<file path="config.mk">
export PLATFORM = sky130hd
export DESIGN_NAME = spi_slave_rx
export DESIGN_NICKNAME = d
export VERILOG_FILES = /design/src/rtl/spi_slave_rx.sv
export SDC_FILE = /design/constraint.sdc
export NUM_CORES = 1
export LEC_CHECK = 0
export CAP_MARGIN = 20
export CORE_MARGIN = 1.5
export CORE_UTILIZATION = 40
export DETAILED_ROUTE_END_ITERATION = 7
export SLEW_MARGIN = 15
export SYNTH_ARGS = -nofsm -noshare
export SYNTH_HDL_FRONTEND = slang
export SYNTH_SLANG_ARGS = --single-unit
</file>
<file path="constraint.sdc">
create_clock -name clk -period 2 [get_ports clk]
set_clock_uncertainty 0.05 [all_clocks]
set_input_delay 0.4 -clock clk [delete_from_list [all_inputs] [get_ports clk]]
set_output_delay 0.4 -clock clk [all_outputs]
set_load 0.01 [all_outputs]
</file>
<file path="src/rtl/spi_slave_rx.sv">
// SPI mode-0 receive responder: oversamples the SPI pins in the clk domain,
// deserialises MSB-first words and presents them on a valid/ready stream.
module spi_slave_rx #(
    parameter int unsigned SYNC_STAGES = 2,
    parameter int unsigned DATA_WIDTH  = 8
) (
    input  logic                  clk,
    input  logic                  rst,
    input  logic                  spi_cs,
    input  logic                  spi_clk,
    input  logic                  spi_mosi,
    output logic [DATA_WIDTH-1:0] data,
    output logic                  valid,
    input  logic                  ready,
    output logic                  frame_start,
    output logic                  frame_end,
    output logic                  frame_error,
    output logic                  overrun
);

    localparam int unsigned CW   = $clog2(DATA_WIDTH + 1);
    localparam int unsigned SETW = $clog2(SYNC_STAGES + 1);

    typedef enum logic [1:0] {
        S_RESYNC,
        S_IDLE,
        S_ACTIVE
    } state_t;

    logic [SYNC_STAGES-1:0] cs_sync_q, sclk_sync_q, mosi_sync_q;
    logic                   cs_dly_q, sclk_dly_q;
    logic [SETW-1:0]        settle_q, settle_d;
    state_t                 state_q, state_d;
    logic [CW-1:0]          cnt_q, cnt_d;
    logic [DATA_WIDTH-1:0]  shift_q, shift_d;
    logic [DATA_WIDTH-1:0]  data_q, data_d;
    logic                   valid_q, valid_d;
    logic                   fs_q, fs_d, fe_q, fe_d, ferr_q, ferr_d, ov_q, ov_d;

    logic cs_s, sclk_s, mosi_s;
    logic sclk_rise, cs_rise, cs_fall, settled;

    assign cs_s      = cs_sync_q[SYNC_STAGES-1];
    assign sclk_s    = sclk_sync_q[SYNC_STAGES-1];
    assign mosi_s    = mosi_sync_q[SYNC_STAGES-1];
    assign sclk_rise = sclk_s & ~sclk_dly_q;
    assign cs_rise   = cs_s & ~cs_dly_q;
    assign cs_fall   = ~cs_s & cs_dly_q;
    // The cs chain resets to 1, so RESYNC waits until the chain has been
    // refilled from the pin before trusting a high level.
    assign settled   = (settle_q == SETW'(SYNC_STAGES));

    always_ff @(posedge clk or posedge rst) begin
        if (rst) begin
            cs_sync_q   <= '1;
            sclk_sync_q <= '0;
            mosi_sync_q <= '0;
            cs_dly_q    <= 1'b1;
            sclk_dly_q  <= 1'b0;
        end else begin
            cs_sync_q   <= {cs_sync_q[SYNC_STAGES-2:0], spi_cs};
            sclk_sync_q <= {sclk_sync_q[SYNC_STAGES-2:0], spi_clk};
            mosi_sync_q <= {mosi_sync_q[SYNC_STAGES-2:0], spi_mosi};
            cs_dly_q    <= cs_s;
            sclk_dly_q  <= sclk_s;
        end
    end

    always_ff @(posedge clk or posedge rst) begin
        if (rst) begin
            settle_q <= '0;
            state_q  <= S_RESYNC;
            cnt_q    <= '0;
            shift_q  <= '0;
            data_q   <= '0;
            valid_q  <= 1'b0;
            fs_q     <= 1'b0;
            fe_q     <= 1'b0;
            ferr_q   <= 1'b0;
            ov_q     <= 1'b0;
        end else begin
            settle_q <= settle_d;
            state_q  <= state_d;
            cnt_q    <= cnt_d;
            shift_q  <= shift_d;
            data_q   <= data_d;
            valid_q  <= valid_d;
            fs_q     <= fs_d;
            fe_q     <= fe_d;
            ferr_q   <= ferr_d;
            ov_q     <= ov_d;
        end
    end

    always_comb begin
        settle_d = settled ? settle_q : settle_q + 1'b1;
        state_d  = state_q;
        cnt_d    = cnt_q;
        shift_d  = shift_q;
        data_d   = data_q;
        valid_d  = valid_q;
        fs_d     = 1'b0;
        fe_d     = 1'b0;
        ferr_d   = 1'b0;
        ov_d     = 1'b0;

        if (valid_q && ready) begin
            valid_d = 1'b0;
        end

        case (state_q)
            S_RESYNC: begin
                if (settled && cs_s) begin
                    state_d = S_IDLE;
                end
            end
            S_IDLE: begin
                if (cs_fall) begin
                    state_d = S_ACTIVE;
                    cnt_d   = '0;
                    shift_d = '0;
                    fs_d    = 1'b1;
                end
            end
            S_ACTIVE: begin
                if (sclk_rise) begin
                    shift_d = {shift_q[DATA_WIDTH-2:0], mosi_s};
                    if (cnt_q == CW'(DATA_WIDTH - 1)) begin
                        cnt_d = '0;
                        if (!valid_q || ready) begin
                            data_d  = shift_d;
                            valid_d = 1'b1;
                        end else begin
                            ov_d = 1'b1;
                        end
                    end else begin
                        cnt_d = cnt_q + 1'b1;
                    end
                end
                // A coincident cs rise is handled after the clock edge above.
                if (cs_rise) begin
                    state_d = S_IDLE;
                    fe_d    = 1'b1;
                    ferr_d  = (cnt_d != '0);
                    cnt_d   = '0;
                end
            end
            default: state_d = S_RESYNC;
        endcase
    end

    assign data        = data_q;
    assign valid       = valid_q;
    assign frame_start = fs_q;
    assign frame_end   = fe_q;
    assign frame_error = ferr_q;
    assign overrun     = ov_q;

endmodule

</file>
==> results.yml, run 1 <==
outcome:
  outcome: "complete, no violations"
placement:
  gp_congestion: 0.7978
  hpwl_um: 1499
  dp_cells: 166
  io_buffers: 18
clocking:
  h-tree-depth: 2
  root_buffer: "clkbuf_4"
  hold_buffers: 0
  cts-resized-gates: 0
  clkLatencyLatePin_ns: 0.33
  clock_path_buffers: 2
  cts.sinks: 36
  postCtsSetupBuffers: 0
  cts_tree: "yes"
  cts_buffers: 5
  clk_pin_slew_ns: 0.10
cells_and_area:
  fillers: 293
  finalNonFillerCells: 174
  fin_nets: 135
  syn2layout_area_growth_pct: 18.75
  diodes: 0
  drive_above_1_share_pct: 17.97
synth:
  syn_area_um2: 1441
  async_flop_share_pct: 100.0
  yosysWarnings: 0
  synth-seq-cells: 36
  synth-seq-area-share_pct: 62.76
  synth_flop_cell: "dfrtp_1"
  avgSynthCellArea_um2: 13.86
  synth-edff-count: 0
  synth_largest_area_cell: "dfrtp_1"
  yosys-top-cells-count: "dfrtp_1 (33), mux2_4 (8), nand2_1 (8)"
  yosysMostFrequentCell: "dfrtp_1"
  synth_cell_types: 26
  synthCells: 104
  synth_nets: 112
  synth_top_area_share_pct: 57.29
  yosys-top-cells-area: "dfrtp_1 (57%), mux2_4 (8.3%), dfstp_2 (5.5%)"
setup_path:
  max_stage_delay_ns: 0.43
  arrival_ns: 1.90
  critical_path.cell_chain: "ha_1, and3b_1, and3_4, mux2_4"
  crit_path_max_fanout: 8
  crit_path_end_kind: "flop"
  worst_path_max_delay_cell: "dfrtp_1"
  worstSetupPathType: "reg -> reg"
  crit_required_ns: 2.17
  ff2ff_setup_slack_ns: 0.27
  cp-start-kind: "flop"
grt:
  grt_max_degree: 37
  antenna_found_initial: 0
  grt_pass1_vias: 840
  gr-usage-all-layers_pct: 12.92
  grt_pass1_wl_um: 3884
  grt.overflow.total: 0
power:
  power.total_uw: 1261
  internal_power_uw: 973.8
  p_sw_uw: 287.2
  seqPwrFrac_pct: 61.8
  swShare_pct: 22.77
  p_per_area_nw_per_um2: 736.7
  pwr-share-clk_pct: 30.7
  p_leak_uw: 0.0007879
  p_comb_share_pct: 7.5
  irDropWorstVdd_uv: 407.4
drt:
  wire_per_inst_um: 12.12
  vias_per_cell: 4.793
  wl_um: 2109
  drt_iter0_markers: 27
  drc_errors: 0
  first_pass_iters: 3
  num_vias: 834
  ant_nets: 0
sta:
  rsz0062_at_grt: "no"
  min_period_ns: 1.730
  hold_violations: 0
  fmax_mhz: 577.9
  maxSlewHeadroom_pct: 71.12
  tightest_slew_ns: 0.4333
  drv_slew: 0
  setup_viol: 0
  finalSetupTns_ns: 0
  fin_crit_sh_pct: 86.52
job:
  cap_violations: 0
floorplan:
  rows: 21
  initial_core_util_pct: 42.52
  die_width_um: 63.03
  die_h_um: 63.03
  dieArea_um2: 3973
  core_area_um2: 3390
  pin_count: 19
worst_hold_path:
  hp-class: "reg -> reg"
==> cell families after synthesis <==
family / after synthesis / share of synthesized area (%)
mux: 11 / 10.42
xor+xnor: 3 / 1.823
flops: 36 / 62.76
buf+inv: 7 / 3.385
compound gates: 18 / 8.594
fa+ha+maj: 2 / 1.736
simple gates: 27 / 11.28
==> through the flow <==
| step | worst slack [ns] | hold WS, ns | area [um^2] | util [%] |
|---|---|---|---|---|
| finish | 0.2696 | 0.3070 | 1712 | 50.50 |
| global route | 0.1926 | 0.3145 | 1712 | 50.50 |
| CTS | 0.2524 | 0.3087 | 1712 | 50.50 |
| detailed placement | 0.2514 | 0.2855 | 1653 | 48.76 |
| global placement | 0.2620 | 0.2828 | 1653 | 48.76 |
| floorplan | 0.3795 | 0.2812 | 1441 | - |
==> layout by cell type (no fill, tap or decap), types with 2 or more instances in the layout <==
cell / instances
clkbuf_4: 5
inv_1: 4
nor2_1: 6
xor2_1: 2
a22o_1: 7
dfstp_2: 3
a31oi_1: 2
nand2_1: 8
mux2_4: 8
clkbuf_1: 2
mux2i_1: 3
dfrtp_1: 33
ha_1: 2
clkdlybuf4s50_1: 18
nand2b_1: 4
o21ai_0: 7
==> critical path: cells and delay by family, from the launching register on <==
family	cells	cell delay (ns)
adder cells (fa/ha/maj)	1	0.26
AND/OR/NAND/NOR	2	0.56
flip-flops	1	0.43
multiplexers	1	0.31
==> final cells by class <==
type,count,area [um^2],area share (%)
Sequential cell,36,904.6,52.85
Multi-Input combinational cell,61,488.0,28.51
Timing Repair Buffer,19,187.7,10.96
Clock buffer,8,58.81,3.436
Tap cell,46,57.56,3.363
Inverter,4,15.01,0.8772
==> power groups by stage <==
stage	sequential, uW	combinational [uW]	clock (uW)
final	780	94.5	387
after floorplan	789	66.5	0
after global routing	785	109	449
after detailed placement	793	96.4	0
after CTS	779	96.5	411
after global placement	792	93.8	0
==> routing by layer <==
layer | routed length, um | share of wire (%) | track usage [%]
met5 | 0 | 0 | 0
met4 | 36 | 1.7 | 5.000
met3 | 99 | 4.7 | 7.027
met2 | 954 | 45 | 17.82
met1 | 1018 | 48 | 16.86
==> registers in the layout, summed over array words and instances (netlist names) <==
name,cells
state_q,2
frame_error,1
cnt_q,4
data,8
sclk_sync_q,2
shift_q,7
valid,1
mosi_sync_q,2
cs_sync_q,2
frame_end,1
sclk_dly_q,1
cs_dly_q,1
overrun,1
settle_q,2
frame_start,1
==> path summary, 6_finish.rpt <==
path                                             to                      from  depth (start not counted)
setup reg to reg                data[0]$_DFFE_PP0P_      cnt_q[1]$_DFFE_PP0P_                          4
setup / recovery                data[0]$_DFFE_PP0P_      cnt_q[1]$_DFFE_PP0P_                          4
min in group asynchronous     frame_start$_DFF_PP0_                       rst                          3
hold / removal             sclk_sync_q[1]$_DFF_PP0_  sclk_sync_q[0]$_DFF_PP0_                          0
hold reg to reg            sclk_sync_q[1]$_DFF_PP0_  sclk_sync_q[0]$_DFF_PP0_                          0
max in group asynchronous    cs_sync_q[0]$_DFF_PP1_                       rst                          3
Power figures use the tool's default switching activity.
==> run 2, diff against run 1 <==
--- a/config.mk
+++ b/config.mk
@@ -6,10 +6,14 @@
 export NUM_CORES = 1
 export LEC_CHECK = 0
 export CAP_MARGIN = 20
+export CELL_PAD_IN_SITES_DETAIL_PLACEMENT = 0
+export CELL_PAD_IN_SITES_GLOBAL_PLACEMENT = 1
 export CORE_MARGIN = 1.5
 export CORE_UTILIZATION = 40
 export DETAILED_ROUTE_END_ITERATION = 7
-export SLEW_MARGIN = 15
+export PLACE_DENSITY_LB_ADDON = 0.1
+export RECOVER_POWER = 25
+export SLEW_MARGIN = 20
 export SYNTH_ARGS = -nofsm -noshare
 export SYNTH_HDL_FRONTEND = slang
 export SYNTH_SLANG_ARGS = --single-unit
==> run 2 against run 1 <==
Net effect: core utilization fell by 0.26 points; clock power shrank 10%; final cell count unchanged; global-route usage up 0.49 points; wire length up 6.2%; hold slack better by 0.0011 ns; critical path type unchanged; largest power group unchanged.
==> results.yml, run 2 (synthesis gave the netlist of run 1 again) <==
floorplan:
  dieArea_um2: 3973
  core_area_um2: 3390
  die_h_um: 63.03
  initial_core_util_pct: 42.52
  rows: 21
  pin_count: 19
  die_width_um: 63.03
cells_and_area:
  final_cell_mix: "dfrtp_1 (33), clkdlybuf4s50_1 (14), mux2_4 (8), nand2_1 (8)"
  syn2layout_area_growth_pct: 18.14
  finalNonFillerCells: 174
  diodes: 0
  fin_nets: 136
  largest_reg_flops: 8
  drive_above_1_share_pct: 17.19
  final_common_cell: "dfrtp_1"
  fillers: 297
power:
  p_per_area_nw_per_um2: 717.6
  irDropWorstVdd_uv: 361.0
  p_sw_uw: 293.7
  pwr-share-clk_pct: 28.4
  p_comb_share_pct: 7.7
  internal_power_uw: 928.3
  swShare_pct: 24.04
  p_leak_uw: 0.0007852
  seqPwrFrac_pct: 63.8
  power.total_uw: 1222
setup_path:
  crit_path_end_kind: "flop"
  r2r-start: "cnt_q[0]$_DFFE_PP0P_"
  cp-start-kind: "flop"
  worstSetupPathType: "reg -> reg"
  worstSetupStartpoint: "cnt_q[0]$_DFFE_PP0P_"
  crit_path_max_fanout: 8
  arrival_ns: 1.91
  crit_required_ns: 2.17
drt:
  drt_iter0_markers: 19
  first_pass_iters: 6
  num_vias: 831
  vias_per_cell: 4.776
  drc_errors: 0
  ant_nets: 0
  wl_um: 2240
  wire_per_inst_um: 12.87
sta:
  setup_viol: 0
  rsz0062_at_grt: "no"
  drv_slew: 0
  fin_crit_sh_pct: 87.05
  finalSetupTns_ns: 0
  hold_violations: 0
  tightest_slew_ns: 0.7569
  maxSlewHeadroom_pct: 49.54
  min_period_ns: 1.741
  fmax_mhz: 574.4
grt:
  grt_max_degree: 15
  grt_pass1_wl_um: 4002
  grt_pass1_vias: 852
  grt.overflow.total: 0
  antenna_found_initial: 0
  gr-usage-all-layers_pct: 13.41
worst_hold_path:
  hold_start: "sclk_sync_q[0]$_DFF_PP0_"
  hp-class: "reg -> reg"
outcome:
  outcome: "complete, no violations"
placement:
  io_buffers: 18
  gp_congestion: 0.7876
  hpwl_um: 1727
  dp_cells: 167
clocking:
  cts_buffers: 5
  hold_buffers: 0
  cts_tree: "yes"
  cts-resized-gates: 0
  postCtsSetupBuffers: 0
  h-tree-depth: 2
  clock_path_buffers: 2
  clk_pin_slew_ns: 0.10
  cts.sinks: 36
  root_buffer: "clkbuf_4"
  clkLatencyLatePin_ns: 0.33
job:
  cap_violations: 0
[run 2: cell count changes in the layout (fill, tap and decap cells not counted)]
cell / delta
dlygate4sd3_1: +4
dfstp_1: +1
clkinv_2: +1
clkdlybuf4s50_1: -4
dfstp_2: -1
clkbuf_8: -1
[run 2: layer usage]
metal	track usage, %	share of wire (%)	up-vias
met5	0	0	-
met4	7.500	2.6	0
met3	3.964	4.8	7
met2	20.88	47	18
met1	16.61	45	401
li1	-	-	405
[run 2: path summary, 6_finish.rpt]
| path | endpoint | slack, ns | depth (start not counted) |
|---|---|---|---|
| worst min-delay path | sclk_sync_q[1]$_DFF_PP0_ | 0.31 | 0 |
| worst max-delay path | data[2]$_DFFE_PP0P_ | 0.26 | 4 |
| worst min register to register | sclk_sync_q[1]$_DFF_PP0_ | 0.31 | 0 |
| min in group asynchronous | data[7]$_DFFE_PP0P_ | 0.41 | 2 |
| worst max register to register | data[2]$_DFFE_PP0P_ | 0.26 | 4 |
| max in group asynchronous | state_q[1]$_DFFE_PP0P_ | 0.48 | 3 |
[run 2: power groups by stage]
stage	Sequential, uW	Clock, uW	Combinational [uW]
2_1_floorplan	789	0	66.5
3_3_place_gp	793	0	99.7
3_5_place_dp	794	0	102
4_1_cts	780	359	102
5_1_grt	785	399	109
6_report	780	348	94.3
[run 2: final cells by class]
cell class              instances  area, um^2  area share (%)
clock buffers                   6       41.29           2.425
flip-flops and latches         36       904.6           53.12
inverters                       4       15.01          0.8817
multi-input cells              61       488.0           28.66
clock inverters                 1       5.005          0.2939
well taps                      46       57.56           3.380
repair buffers                 20       191.4           11.24
[run 2: worst max-delay path, cell delays in order, from the launching register on]
cell and delay (ns):
dfrtp_1 0.44, ha_1 0.27, and3b_1 0.26, and3_4 0.30, mux2_4 0.31
[run 2: per-stage QoR]
stage          utilization [%]  hold slack (ns)  area, um^2  setup slack [ns]
2_1_floorplan                -           0.2812        1441            0.3795
3_3_place_gp             49.35           0.2851        1673            0.2618
3_5_place_dp             49.35           0.2862        1673            0.2305
4_1_cts                  50.72           0.3102        1719            0.2503
5_1_grt                  50.24           0.3177        1703            0.1537
6_report                 50.24           0.3081        1703            0.2589
==> run 3, diff against run 2 <==
--- a/config.mk
+++ b/config.mk
@@ -8,9 +8,11 @@
 export CAP_MARGIN = 20
 export CELL_PAD_IN_SITES_DETAIL_PLACEMENT = 0
 export CELL_PAD_IN_SITES_GLOBAL_PLACEMENT = 1
+export CORE_ASPECT_RATIO = 1.2
 export CORE_MARGIN = 1.5
 export CORE_UTILIZATION = 40
 export DETAILED_ROUTE_END_ITERATION = 7
+export GPL_TIMING_DRIVEN = 1
 export PLACE_DENSITY_LB_ADDON = 0.1
 export RECOVER_POWER = 25
 export SLEW_MARGIN = 20
==> run 3 against run 2 <==
Net effect: the run now ends with design-rule violations left; hold slack got worse by 0.011 ns; final area rose by 2.3%; first-iteration DRC count unchanged; count of clock-buffer cells in the layout shrank 1; non-clock buffer count is 1 lower; sequential share of layout area fell by 1.2 points; wire length shrank 2.9%; combinational power barely moved; sequential power hardly changed; critical path depth unchanged; clock power grew 42%; global-route usage down 0.21 points; highest routed layer unchanged.
==> results.yml, run 3 (synthesis gave the netlist of run 1 again) <==
outcome:
  outcome: "complete, but fails checks"
  violations: "design-rule violations"
power:
  p_sw_uw: 326.5
  swShare_pct: 23.83
  p_leak_uw: 0.0008109
  p_comb_share_pct: 6.9
  power.total_uw: 1370
  irDropWorstVdd_uv: 414.5
  p_per_area_nw_per_um2: 786.5
  internal_power_uw: 1043
  seqPwrFrac_pct: 57.0
  pwr-share-clk_pct: 36.1
setup_path:
  r2r-start: "cnt_q[0]$_DFFE_PP0P_"
  crit_required_ns: 2.12
  crit_path_end_kind: "flop"
  worstSetupPathType: "reg -> reg"
  ff2ff_setup_slack_ns: 0.32
  arrival_ns: 1.80
  r2r-end: "data[7]$_DFFE_PP0P_"
  cp-start-kind: "flop"
  crit_path_max_fanout: 8
  r2r_cells: 4
cells_and_area:
  drive_above_1_share_pct: 17.97
  fillers: 296
  final_common_cell: "dfrtp_1"
  final_cell_mix: "dfrtp_1 (33), clkdlybuf4s50_1 (14), mux2_4 (8), nand2_1 (8)"
  diodes: 0
  seqCellArea_um2: 904.6
  multi_input_area_um2: 488.0
  fin_nets: 135
  syn2layout_area_growth_pct: 20.83
  fin_util_pct: 51.29
  largest_reg_flops: 8
sta:
  finalSetupTns_ns: 0
  maxSlewHeadroom_pct: 68.61
  min_period_ns: 1.682
  rsz0062_at_grt: "no"
  fin_crit_sh_pct: 84.12
  hold_violations: 0
  fmax_mhz: 594.4
  hold_slack_ns: 0.2975
  drv_slew: 0
  setup_viol: 0
  tightest_slew_ns: 0.4704
drt:
  first_pass_iters: 6
  vias_per_cell: 5.085
  num_vias: 839
  ant_nets: 0
  drc_errors: 2
  drt_iter0_markers: 19
  wire_per_inst_um: 13.19
  wl_um: 2176
clocking:
  cts_buffers: 5
  cts_tree: "yes"
  h-tree-depth: 2
  cts.sinks: 36
  postCtsSetupBuffers: 0
  root_buffer: "clkbuf_8"
  clk_pin_slew_ns: 0.07
  hold_buffers: 0
  clkLatencyLatePin_ns: 0.28
  clock_path_buffers: 2
  cts-resized-gates: 0
floorplan:
  core_area_um2: 3396
  rows: 23
  die_width_um: 57.80
  pin_count: 19
  dieArea_um2: 3974
  die_h_um: 68.76
  initial_core_util_pct: 42.45
grt:
  grt.overflow.total: 0
  grt_pass1_wl_um: 3815
  antenna_found_initial: 0
  grt_pass1_vias: 811
  gr-usage-all-layers_pct: 13.20
  grt_max_degree: 26
job:
  cap_violations: 0
placement:
  hpwl_um: 1575
  io_buffers: 18
  gp_congestion: 0.7286
worst_hold_path:
  min_path_cells: 0
  hp-class: "reg -> reg"
  whs_endpoint: "mosi_sync_q[1]$_DFF_PP0_"
  hold_start: "mosi_sync_q[0]$_DFF_PP0_"
[run 3: cell types whose count changed in the layout (fill, tap and decap cells not counted)]
cell	previous run	this run
buf_12	0	1
clkbuf_4	5	0
clkbuf_1	2	0
clkbuf_8	0	5
clkinv_2	1	2
buf_4	1	0
and4bb_2	1	0
clkinv_4	0	1
and4bb_1	0	1
[run 3: worst max-delay path by stage]
stage	end	slack, ns	start	cells past startpoint
2_1_floorplan	data[0]$_DFFE_PP0P_	0.38	sclk_sync_q[1]$_DFF_PP0_	7
3_3_place_gp	data[0]$_DFFE_PP0P_	0.25	ready	4
3_5_place_dp	data[0]$_DFFE_PP0P_	0.24	ready	4
4_1_cts	data[0]$_DFFE_PP0P_	0.31	cnt_q[0]$_DFFE_PP0P_	4
5_1_grt	data[6]$_DFFE_PP0P_	0.24	cnt_q[0]$_DFFE_PP0P_	4
6_report	data[7]$_DFFE_PP0P_	0.32	cnt_q[0]$_DFFE_PP0P_	4
[run 3: layout make-up]
| type | count | area share [%] |
|---|---|---|
| multi-input cells | 61 | 28.02 |
| inverters | 4 | 0.8621 |
| repair buffers | 19 | 11.49 |
| well taps | 37 | 2.658 |
| flip-flops and latches | 36 | 51.94 |
| clock buffers | 5 | 3.951 |
| clock inverters | 3 | 1.078 |
[run 3: stage by stage]
stage / instances / instance area, um^2 / worst slack, ns
2_1_floorplan: 104 / 1441 / 0.3795
3_3_place_gp: 157 / 1654 / 0.2520
3_5_place_dp: 157 / 1654 / 0.2407
4_1_cts: 165 / 1742 / 0.3093
5_1_grt: 165 / 1742 / 0.2364
6_report: 165 / 1742 / 0.3176
[run 3: power groups by stage]
stage          combinational, uW  clock, uW  sequential (uW)
3_5_place_dp                99.3          0              794
6_report                    94.4        495              781
3_3_place_gp                97.9          0              794
5_1_grt                      108        547              785
2_1_floorplan               66.5          0              789
4_1_cts                     99.2        511              781
[run 3: layer usage]
| layer | up-vias | GRT usage [%] | part of all wire (%) |
|---|---|---|---|
| met3 | 5 | 5.597 | 4.8 |
| met2 | 17 | 20.74 | 46 |
| met5 | - | 0 | 0 |
| li1 | 409 | - | - |
| met4 | 0 | 6.105 | 2.0 |
| met1 | 408 | 15.76 | 47 |
[run 3: worst max-delay path, stage by stage (launching register included)]
cell and delay, ns:
dfrtp_1 0.41, ha_1 0.26, and3b_1 0.24, and3_4 0.30, mux2_4 0.31
